--- src/rtl/cnn_pkg.sv ---
`default_nettype none
// ============================================================================
// Module      : cnn_pkg
// Description : Shared helpers for the convolution front-end blocks.
//               - win_count : number of K x K windows per frame at a stride
//               - cnt_w     : counter width for a range 0..n-1 (minimum 1 bit)
// Revision    : 1.0 - initial release
// ============================================================================
package cnn_pkg;

    // Largest kernel side the window generator is built for.
    localparam int c_MAX_K = 7;

    function automatic int win_count(input int img_w, input int img_h,
                                     input int k, input int stride);
        return ((img_w - k) / stride + 1) * ((img_h - k) / stride + 1);
    endfunction

    // Width of a counter covering 0..n-1; a 1-value range still needs a bit.
    function automatic int cnt_w(input int n);
        return (n > 1) ? $clog2(n) : 1;
    endfunction

endpackage : cnn_pkg
`default_nettype wire

--- src/rtl/sliding_window_kxk_row_delay.sv ---
`default_nettype none
// ============================================================================
// Module      : row_delay
// Description : Single-port, DEPTH-deep, read-before-write delay line. Every
//               enabled cycle returns the word written DEPTH enables earlier
//               and overwrites that slot with the new word.
// Ports       : clk, rst      - clock, synchronous active-high reset
//               i_en          - advance the line (accepted pixel)
//               i_data        - word to store
//               o_data        - word stored DEPTH enables ago
// Revision    : 1.0 - initial release
// ============================================================================
module row_delay
    import cnn_pkg::*;
#(
    parameter int WIDTH = 8,
    parameter int DEPTH = 28
) (
    input  logic             clk,
    input  logic             rst,
    input  logic             i_en,
    input  logic [WIDTH-1:0] i_data,
    output logic [WIDTH-1:0] o_data
);

    localparam int c_AW = cnt_w(DEPTH);

    logic [WIDTH-1:0] r_mem [DEPTH];
    logic [c_AW-1:0]  r_ptr;

    // Read happens at the slot about to be overwritten, so the output is
    // valid combinationally in the same cycle the new word is presented.
    assign o_data = r_mem[r_ptr];

    // The pointer is reset so it stays in lock-step with the column counter;
    // the storage itself is not cleared.
    always_ff @(posedge clk) begin
        if (rst) begin
            r_ptr <= '0;
        end else if (i_en) begin
            r_ptr <= (r_ptr == c_AW'(DEPTH - 1)) ? '0 : r_ptr + 1'b1;
        end
    end

    always_ff @(posedge clk) begin
        if (i_en) begin
            r_mem[r_ptr] <= i_data;
        end
    end

endmodule : row_delay
`default_nettype wire

--- src/rtl/sliding_window_kxk.sv ---
`default_nettype none
// ============================================================================
// Module      : sliding_window_kxk
// Description : K x K sliding-window generator over a raster pixel stream.
//               Emits every stride-aligned full window, flattened with tap 0
//               (oldest row, oldest column) in the MSBs, plus an end-of-frame
//               marker on the last window of each frame.
// Ports       : clk, rst          - clock, synchronous active-high reset
//               s_data/valid/ready - input pixel stream (channel 0 in MSBs)
//               m_win/valid/ready  - flattened window output
//               m_last             - final window of the frame
// Revision    : 1.0 - initial release
// ============================================================================
module sliding_window_kxk
    import cnn_pkg::*;
#(
    parameter int DATA_BITS = 8,
    parameter int IMG_W     = 28,
    parameter int IMG_H     = 28,
    parameter int K         = 5,
    parameter int CH        = 1,
    parameter int STRIDE    = 1
) (
    input  logic                        clk,
    input  logic                        rst,
    input  logic [CH*DATA_BITS-1:0]     s_data,
    input  logic                        s_valid,
    output logic                        s_ready,
    output logic [K*K*CH*DATA_BITS-1:0] m_win,
    output logic                        m_valid,
    input  logic                        m_ready,
    output logic                        m_last
);

    localparam int c_PW = CH * DATA_BITS;
    localparam int c_XW = cnt_w(IMG_W);
    localparam int c_YW = cnt_w(IMG_H);
    localparam int c_SW = cnt_w(STRIDE);

    // Bottom-right corner of the last stride-aligned window of a frame.
    localparam logic [c_XW-1:0] c_LAST_X = c_XW'(K - 1 + ((IMG_W - K) / STRIDE) * STRIDE);
    localparam logic [c_YW-1:0] c_LAST_Y = c_YW'(K - 1 + ((IMG_H - K) / STRIDE) * STRIDE);

    logic [c_XW-1:0] r_x;
    logic [c_YW-1:0] r_y;
    logic [c_SW-1:0] r_xph;
    logic [c_SW-1:0] r_yph;
    logic [c_PW-1:0] r_win [K][K];
    logic            r_valid;
    logic            r_last;

    logic            w_accept;
    logic            w_x_in;
    logic            w_y_in;
    logic            w_x_end;
    logic            w_y_end;
    logic            w_done;
    logic [c_SW-1:0] w_xph_inc;
    logic [c_SW-1:0] w_yph_inc;
    logic [c_PW-1:0] w_rd_out [K-1];
    logic [c_PW-1:0] w_col    [K];

    assign s_ready  = !r_valid || m_ready;
    assign w_accept = s_valid && s_ready;
    assign w_x_in   = (r_x >= c_XW'(K - 1));
    assign w_y_in   = (r_y >= c_YW'(K - 1));
    assign w_x_end  = (r_x == c_XW'(IMG_W - 1));
    assign w_y_end  = (r_y == c_YW'(IMG_H - 1));

    assign w_xph_inc = (r_xph == c_SW'(STRIDE - 1)) ? '0 : r_xph + 1'b1;
    assign w_yph_inc = (r_yph == c_SW'(STRIDE - 1)) ? '0 : r_yph + 1'b1;

    // Phase 0 in both axes marks a stride-aligned bottom-right corner. Since
    // y restarts at 0 each frame, requiring y >= K-1 keeps any previous
    // frame's rows still sitting in the delay lines out of the output.
    assign w_done = w_accept && w_x_in && w_y_in && (r_xph == '0) && (r_yph == '0);

    // Chained row delays: output i holds the pixel i+1 rows above.
    for (genvar i = 0; i < K - 1; i++) begin : g_rd
        logic [c_PW-1:0] w_rd_in;
        if (i == 0) begin : g_first
            assign w_rd_in = s_data;
        end else begin : g_chain
            assign w_rd_in = w_rd_out[i-1];
        end
        row_delay #(
            .WIDTH (c_PW),
            .DEPTH (IMG_W)
        ) u_row_delay (
            .clk    (clk),
            .rst    (rst),
            .i_en   (w_accept),
            .i_data (w_rd_in),
            .o_data (w_rd_out[i])
        );
    end

    // New column: row 0 is the oldest (deepest delay), row K-1 the live pixel.
    for (genvar r = 0; r < K; r++) begin : g_col
        if (r == K - 1) begin : g_live
            assign w_col[r] = s_data;
        end else begin : g_delayed
            assign w_col[r] = w_rd_out[K-2-r];
        end
    end

    always_ff @(posedge clk) begin
        if (rst) begin
            r_x   <= '0;
            r_y   <= '0;
            r_xph <= '0;
            r_yph <= '0;
        end else if (w_accept) begin
            if (w_x_end) begin
                r_x   <= '0;
                r_xph <= '0;
                if (w_y_end) begin
                    r_y   <= '0;
                    r_yph <= '0;
                end else begin
                    r_y <= r_y + 1'b1;
                    if (w_y_in) begin
                        r_yph <= w_yph_inc;
                    end
                end
            end else begin
                r_x <= r_x + 1'b1;
                if (w_x_in) begin
                    r_xph <= w_xph_inc;
                end
            end
        end
    end

    // The window array doubles as the output register: it only shifts on an
    // accepted pixel, and no pixel is accepted while a window is stalled.
    always_ff @(posedge clk) begin
        if (rst) begin
            for (int r = 0; r < K; r++) begin
                for (int c = 0; c < K; c++) begin
                    r_win[r][c] <= '0;
                end
            end
        end else if (w_accept) begin
            for (int r = 0; r < K; r++) begin
                for (int c = 0; c < K - 1; c++) begin
                    r_win[r][c] <= r_win[r][c+1];
                end
                r_win[r][K-1] <= w_col[r];
            end
        end
    end

    always_ff @(posedge clk) begin
        if (rst) begin
            r_valid <= 1'b0;
            r_last  <= 1'b0;
        end else if (w_done) begin
            r_valid <= 1'b1;
            r_last  <= (r_x == c_LAST_X) && (r_y == c_LAST_Y);
        end else if (m_ready) begin
            r_valid <= 1'b0;
            r_last  <= 1'b0;
        end
    end

    for (genvar r = 0; r < K; r++) begin : g_out_r
        for (genvar c = 0; c < K; c++) begin : g_out_c
            assign m_win[(K*K-1-(r*K+c))*c_PW +: c_PW] = r_win[r][c];
        end
    end

    assign m_valid = r_valid;
    assign m_last  = r_last;

endmodule : sliding_window_kxk
`default_nettype wire
--- config.mk ---
export PLATFORM = sky130hd
export DESIGN_NAME = sliding_window_kxk
export DESIGN_NICKNAME = d
export VERILOG_FILES = /design/src/rtl/cnn_pkg.sv /design/src/rtl/sliding_window_kxk_row_delay.sv /design/src/rtl/sliding_window_kxk.sv
export SDC_FILE = /design/constraint.sdc
export NUM_CORES = 1
export LEC_CHECK = 0
export BUFFER_PORTS_ARGS = -buffer_cell sky130_fd_sc_hd__buf_2
export CAP_MARGIN = 30
export CORE_ASPECT_RATIO = 1.25
export CORE_MARGIN = 5
export CORE_UTILIZATION = 60
export CTS_CLUSTER_SIZE = 20
export DETAILED_ROUTE_END_ITERATION = 16
export GPL_TIMING_DRIVEN = 0
export PLACE_DENSITY = 0.88
export SYNTH_ARGS = -nofsm -noshare
export SYNTH_HDL_FRONTEND = slang
export SYNTH_SLANG_ARGS = --single-unit
--- constraint.sdc ---
create_clock -name clk -period 7.61 [get_ports clk]
set_input_delay 1.1415 -clock clk [delete_from_list [all_inputs] [get_ports clk]]
set_output_delay 1.1415 -clock clk [all_outputs]
set_load 0.01 [all_outputs]
==> results.json, run 1 <==
{
  "num-nets-final": 2914,
  "yosys_warnings": 0,
  "clock_path_buffers": 3,
  "drt_iter0_drc": 3381,
  "grt_max_degree": 75,
  "combPwrFrac": 0.071,
  "avgRoutedWirePerCell_um": 28.65,
  "ant_nets": 0,
  "cts_resized": 0,
  "core_area_um2": 74690,
  "grt.total_usage": 0.2765,
  "finalPower_mw": 13.57,
  "post-dp-hpwl_um": 72750,
  "gp_congestion": 0.9301,
  "ys.flop_type": "edfxtp_1",
  "io_buffer_count": 213,
  "powerDensity_nw_per_um2": 262.8,
  "critPathLaunch": "m_ready",
  "slew_viol_final": 0,
  "cts.clk_slew.worst_paths_ns": 0.06,
  "avgViaCountPerCell": 6.546,
  "avgSynthCellArea_um2": 17.81,
  "worst_r2r_path_depth": 8,
  "cts_root_buf": "clkbuf_16",
  "postSynthRegisterBits": 1148,
  "max-slew-margin-rel": 0.2640,
  "synth_edf_count": 1096,
  "ir_drop_mv": 0.1917,
  "r2r-end": "r_win[3][24]",
  "setup_viol": 0,
  "maxCapViolations": 0,
  "rsz0062_at_grt": "no",
  "io_pins": 215,
  "p_sw_mw": 3.051,
  "syn_to_final_growth_pct": 14.42,
  "grt_first_pass_wirelength_um": 166200,
  "synth_area_um2": 45120,
  "dr.pass1.iters": 9,
  "finalHoldViolCount": 0,
  "netSwitchingFraction": 0.2249,
  "fill_cells": 4282,
  "hold_class": "reg -> reg",
  "dp_slack_ns": 3.448,
  "worstMarginPinSlew_ns": 1.100,
  "tns_ns": 0,
  "timing.final.crit_share": 0.4618,
  "start_kind": "primary input",
  "clock-sinks": 1148,
  "ys_seq_area_frac": 0.7525,
  "drc": 0,
  "worst_clock_skew_ns": 0.06139,
  "grt_overflow": 0,
  "p_leak_nw": 17.33,
  "status": "completed",
  "synthArstFlopShare": 0,
  "r2r_slack_ns": 4.25,
  "synthesis.nets": 2565,
  "grt_pass1_vias": 26250,
  "intPower_mw": 10.52,
  "end_kind": "flip-flop",
  "arrival_ns": 3.85,
  "max_freq_mhz": 284.6,
  "start_util": 0.6041,
  "drive_gt1_frac": 0.2175,
  "r2r-start": "m_valid",
  "fin_ws_ns": 4.096,
  "clk_latency_ns": 0.70,
  "die_y_um": 316.6,
  "antenna_found_initial": 3,
  "fin_util": 0.6912,
  "holdWs_ns": 0.5125,
  "chipWidth_um": 255.3,
  "clockPowerShare": 0.397,
  "num_rows": 112,
  "min_period_ns": 3.514,
  "crit_required_ns": 7.94,
  "path_class": "in -> reg",
  "die_area_um2": 80820,
  "cts_hold_buf": 0,
  "hold_start": "r_x[1]",
  "p_seq_frac": 0.532,
  "wl_um": 112900,
  "synthDistinctLibCells": 65,
  "htreeDepth": 3,
  "dr_total_vias": 25790,
  "critPathCapture": "r_win[3][24]",
  "crit_path_max_fanout": 74,
  "numCtsBuffers": 102,
  "syn_inst": 2533,
  "postCtsSetupBuffers": 0,
  "cts_tree": "done"
}
flip-flops by register name, indices dropped and copies added (netlist names), named ones only:
register / cells
g_rd.u_row_delay.r_ptr: 20
r_y: 5
m_valid: 1
r_win: 200
r_x: 5
g_rd.u_row_delay.r_mem: 896
m_last: 1
worst min-delay path by stage:
| stage | end | depth (start not counted) |
|---|---|---|
| final | r_x[1] | 2 |
| after global routing | r_x[1] | 2 |
| after CTS | r_x[1] | 2 |
| after detailed placement | r_x[1] | 2 |
| after global placement | r_y[4] | 2 |
| after floorplan | r_y[4] | 2 |
per-stage QoR:
| step | instances | instance area (um2) |
|---|---|---|
| 2_1_floorplan | 2533 | 45120 |
| 3_3_place_gp | 3715 | 47400 |
| 3_5_place_dp | 3741 | 48030 |
| 4_1_cts | 3933 | 51540 |
| 5_1_grt | 3939 | 51620 |
| 6_report | 3940 | 51620 |
metal layers:
layer,up-vias,routed length [um],share of wire,track usage
met1,12860,37730,0.33,0.3406
met5,-,13,0.00012,0
met3,420,11460,0.10,0.05119
met4,2,6476,0.057,0.1287
met2,1903,57200,0.51,0.4775
li1,10610,-,-,-
power groups by stage:
stage / clock, mW / sequential [mW] / combinational, mW
finish: 5.39 / 7.22 / 0.959
global route: 5.70 / 7.23 / 1.00
CTS: 5.40 / 7.22 / 0.933
detailed placement: 0 / 7.36 / 0.921
global placement: 0 / 7.38 / 0.785
floorplan: 0 / 7.38 / 0.441
synthesized netlist by cell type (all sizes together), types with 13 or more instances:
| cell type | count | area (um2) |
|---|---|---|
| a211oi | 19 | 142.6 |
| a21oi | 75 | 375.4 |
| a221oi | 14 | 147.6 |
| a22oi | 52 | 390.4 |
| a2bb2oi | 14 | 122.6 |
| a31oi | 24 | 150.1 |
| and2 | 179 | 1120 |
| buf | 79 | 600.6 |
| clkbuf | 60 | 230.2 |
| dfxtp | 52 | 1041 |
| edfxtp | 1096 | 32910 |
| ha | 20 | 250.2 |
| inv | 26 | 97.60 |
| mux2 | 20 | 229.0 |
| mux2i | 213 | 2132 |
| mux4 | 117 | 2684 |
| nand2 | 83 | 311.6 |
| nand2b | 17 | 106.4 |
| nand3 | 74 | 370.4 |
| nor2 | 136 | 510.5 |
| nor2b | 28 | 175.2 |
| o21ai | 20 | 100.1 |
| or3 | 13 | 81.33 |
kinds of logic (layout without fill, tap and decap cells):
group / count (synthesis) / in the layout / synth area share
AOI/OAI and AO/OA: 263 / 263 / 0.04132
adders and majority gates: 20 / 20 / 0.005546
buffers and inverters: 167 / 604 / 0.02085
DFF: 1148 / 1148 / 0.7525
muxes: 350 / 350 / 0.1118
other: 0 / 1 / 0
and+or+nand+nor: 585 / 585 / 0.06797
cell type report:
| cell class | count | area, um2 | share of cell area |
|---|---|---|---|
| Clock inverter | 74 | 865.8 | 0.01677 |
| Clock buffer | 118 | 2644 | 0.05121 |
| Tap cell | 969 | 1212 | 0.02349 |
| Multi-Input combinational cell | 1218 | 10350 | 0.2005 |
| Inverter | 27 | 101.3 | 0.001963 |
| Timing Repair Buffer | 245 | 1654 | 0.03204 |
| Antenna cell | 1 | 2.502 | 0.00004847 |
| Sequential cell | 1148 | 33950 | 0.6577 |
| Buffer | 140 | 839.6 | 0.01626 |
critical path, cell delays in order:
cell,delay [ns]
buf_2,0.16
nor2b_1,0.06
buf_2,0.20
inv_2,0.16
buf_2,0.30
nand2_1,0.26
nand2b_4,0.73
buf_16,0.39
buf_16,0.34
cells in the final DEF (no fill, tap or decap), types with 15 or more instances in the layout:
master     count
edfxtp_1    1096
buf_2        236
mux2i_1      213
and2_1       177
nor2_1       136
mux4_2       104
clkbuf_16    103
nand2_1       83
a21oi_1       75
nand3_1       74
clkbuf_1      72
a22oi_1       52
dfxtp_1       52
buf_4         35
nor2b_1       28
inv_1         24
a31oi_1       24
clkinv_2      22
clkinv_1      20
ha_1          20
buf_6         19
mux2_2        19
o21ai_0       17
buf_8         17
nand2b_1      16
bufinv_16     15
(Power assumes the default switching activity.)
==> run 2: changes to the inputs <==
==> constraint.sdc (replaced) <==
create_clock -name clk -period 3.39 [get_ports clk]
set_input_delay 0.5085 -clock clk [delete_from_list [all_inputs] [get_ports clk]]
set_output_delay 0.5085 -clock clk [all_outputs]
set_load 0.01 [all_outputs]
==> run 2 against run 1 <==
Effect of this change:
- non-clock buffer count decreased by 1
- global-route usage decreased by 1.2 points
- clock-buffer cell count increased by 4
- clock skew decreased by 0.024 ns
- critical path type is now reg -> reg
- flip-flop and latch count unchanged
- combinational power increased by 120%
==> results.json, run 2 (synthesized netlist as in run 1, its figures left out) <==
{
  "avgViaCountPerCell": 6.425,
  "powerDensity_nw_per_um2": 577.9,
  "final_cell_mix": "edfxtp_1 (1096), buf_2 (237), mux2i_1 (213)",
  "finalHoldViolCount": 0,
  "slew_viol_final": 0,
  "post-dp-hpwl_um": 73150,
  "htreeDepth": 3,
  "grt_overflow": 0,
  "num-nets-final": 2913,
  "crit_path_max_incr_delay_ns": 0.81,
  "p_leak_nw": 17.18,
  "fill_cells": 4322,
  "clk_latency_ns": 0.69,
  "dp.cells": 3740,
  "max-slew-margin-rel": 0.2664,
  "rsz0062_at_grt": "no",
  "cts.clk_slew.worst_paths_ns": 0.06,
  "grt.total_usage": 0.2648,
  "timing.final.crit_share": 0.9840,
  "io_pins": 215,
  "maxCapViolations": 0,
  "hold_class": "in -> reg",
  "cp_cell_sequence": "nor2b_1 -> buf_2 -> nor2_1 -> clkbuf_1 -> nand2_1 -> nor2_1",
  "largest_register": "g_rd.u_row_delay.r_mem",
  "antenna_found_initial": 7,
  "finalPower_mw": 29.68,
  "r2r-end": "g_rd[0].u_row_delay.r_mem[14][3]",
  "clock-sinks": 1148,
  "worstMarginPinSlew_ns": 1.098,
  "io_buffer_count": 213,
  "grt_max_degree": 74,
  "r2r-start": "m_valid",
  "min_delay_path_depth": 3,
  "reg.largest.list": "g_rd.u_row_delay.r_mem (896), r_win (200), g_rd.u_row_delay.r_ptr (20)",
  "layout.cells.non_filler": 3939,
  "ir_drop_mv": 0.5209,
  "gp_congestion": 0.9597,
  "crit_path_max_fanout": 10,
  "chipWidth_um": 255.3,
  "end_kind": "flip-flop",
  "status": "completed",
  "core_area_um2": 74690,
  "crit_top_cell": "nor2_1",
  "die_y_um": 316.6,
  "worst_r2r_path_depth": 6,
  "cp_slowest_cell": "nor2_1",
  "largest_reg_flops": 896,
  "syn_to_final_growth_pct": 13.81,
  "postCtsSetupBuffers": 0,
  "avgRoutedWirePerCell_um": 27.54,
  "cts_tree": "done",
  "drc": 0,
  "r2r_slack_ns": 0.05,
  "grt_pass1_vias": 25800,
  "drt_iter0_drc": 3010,
  "drive_gt1_frac": 0.2149,
  "wl_um": 108500,
  "cts_hold_buf": 0,
  "ant_nets": 0,
  "start_kind": "flip-flop",
  "hold_start": "m_ready",
  "max_freq_mhz": 299.8,
  "arrival_ns": 3.64,
  "start_util": 0.6041,
  "multiInputGateArea_um2": 10370,
  "min_period_ns": 3.336,
  "register_area_um2": 33950,
  "grt_first_pass_wirelength_um": 159600,
  "layout_commonest_cell": "edfxtp_1",
  "worst_clock_skew_ns": 0.03715,
  "num_rows": 112,
  "dr_total_vias": 25310,
  "dr.pass1.iters": 8,
  "path_class": "reg -> reg",
  "crit_required_ns": 3.69,
  "setup_viol": 0,
  "die_area_um2": 80820,
  "whs_endpoint": "m_last",
  "numCtsBuffers": 102,
  "cts_root_buf": "clkbuf_16",
  "clock_path_buffers": 3
}
[run 2: changes by cell type in the layout (fill, tap and decap cells not counted), sizes merged]
cell	change
clkbuf	+4
clkinvlp	+7
buf	-1
inv	-2
bufinv	-8
clkinv	-1
[run 2: worst max path at each step]
stage                          from                          endpoint  slack, ns  cells past startpoint
after floorplan             m_ready                       r_win[0][0]       0.39                      6
after global routing        m_valid   g_rd[1].u_row_delay.r_mem[5][4]      0.007                      6
after CTS                 flip-flop   g_rd[2].u_row_delay.r_mem[9][1]       0.05                      7
after global placement    flip-flop  g_rd[1].u_row_delay.r_mem[20][0]      -1.67                      6
after detailed placement    m_ready  g_rd[0].u_row_delay.r_mem[22][4]      -0.02                      7
final                       m_valid  g_rd[0].u_row_delay.r_mem[14][3]       0.05                      6
[run 2: metrics by stage]
stage | TNS, ns | setup slack [ns] | cell area (um2) | hold WS [ns] | util
2_1_floorplan | 0 | 0.3901 | 45130 | 0.4655 | -
3_3_place_gp | -453.98 | -1.673 | 47410 | 0.4834 | 0.6347
3_5_place_dp | -0.4452 | -0.02405 | 47950 | 0.5123 | 0.6420
4_1_cts | 0 | 0.05092 | 51250 | 0.1786 | 0.6862
5_1_grt | 0 | 0.006730 | 51350 | 0.2124 | 0.6875
6_report | 0 | 0.05432 | 51350 | 0.2248 | 0.6875
[run 2: repair_timing]
item	in CTS	in global routing
endpoints found under the setup margin	25	27
cloned	0	0
gates resized for setup	1	3
[run 2: layer usage]
layer | up-vias | part of all wire | GRT usage
li1 | 10600 | - | -
met1 | 12610 | 0.34 | 0.3260
met3 | 391 | 0.10 | 0.05783
met4 | 6 | 0.055 | 0.1196
met5 | - | 0.00041 | 0
met2 | 1695 | 0.50 | 0.4532
[run 2: where the power goes]
part           switching (mW)  internal (mW)
combinational            1.39          0.716
sequential              0.142           16.1
clock                    5.13           6.24
[run 2: cell type report]
class                      instances  area share
sequential                      1148      0.6612
clock inverter                    70     0.01170
multi-input combinational       1218      0.2019
buffer                           140     0.01635
clock buffer                     122     0.05241
antenna                            1  0.00004873
inverter                          27    0.001974
tap                              969     0.02361
timing repair buffer             244     0.03085
[run 2: critical path: cells and delay by family, from the launching register on]
family / cells / cell delay, ns
AND/OR/NAND/NOR: 4 / 1.84
buffers and inverters: 2 / 0.73
flip-flops: 1 / 0.38
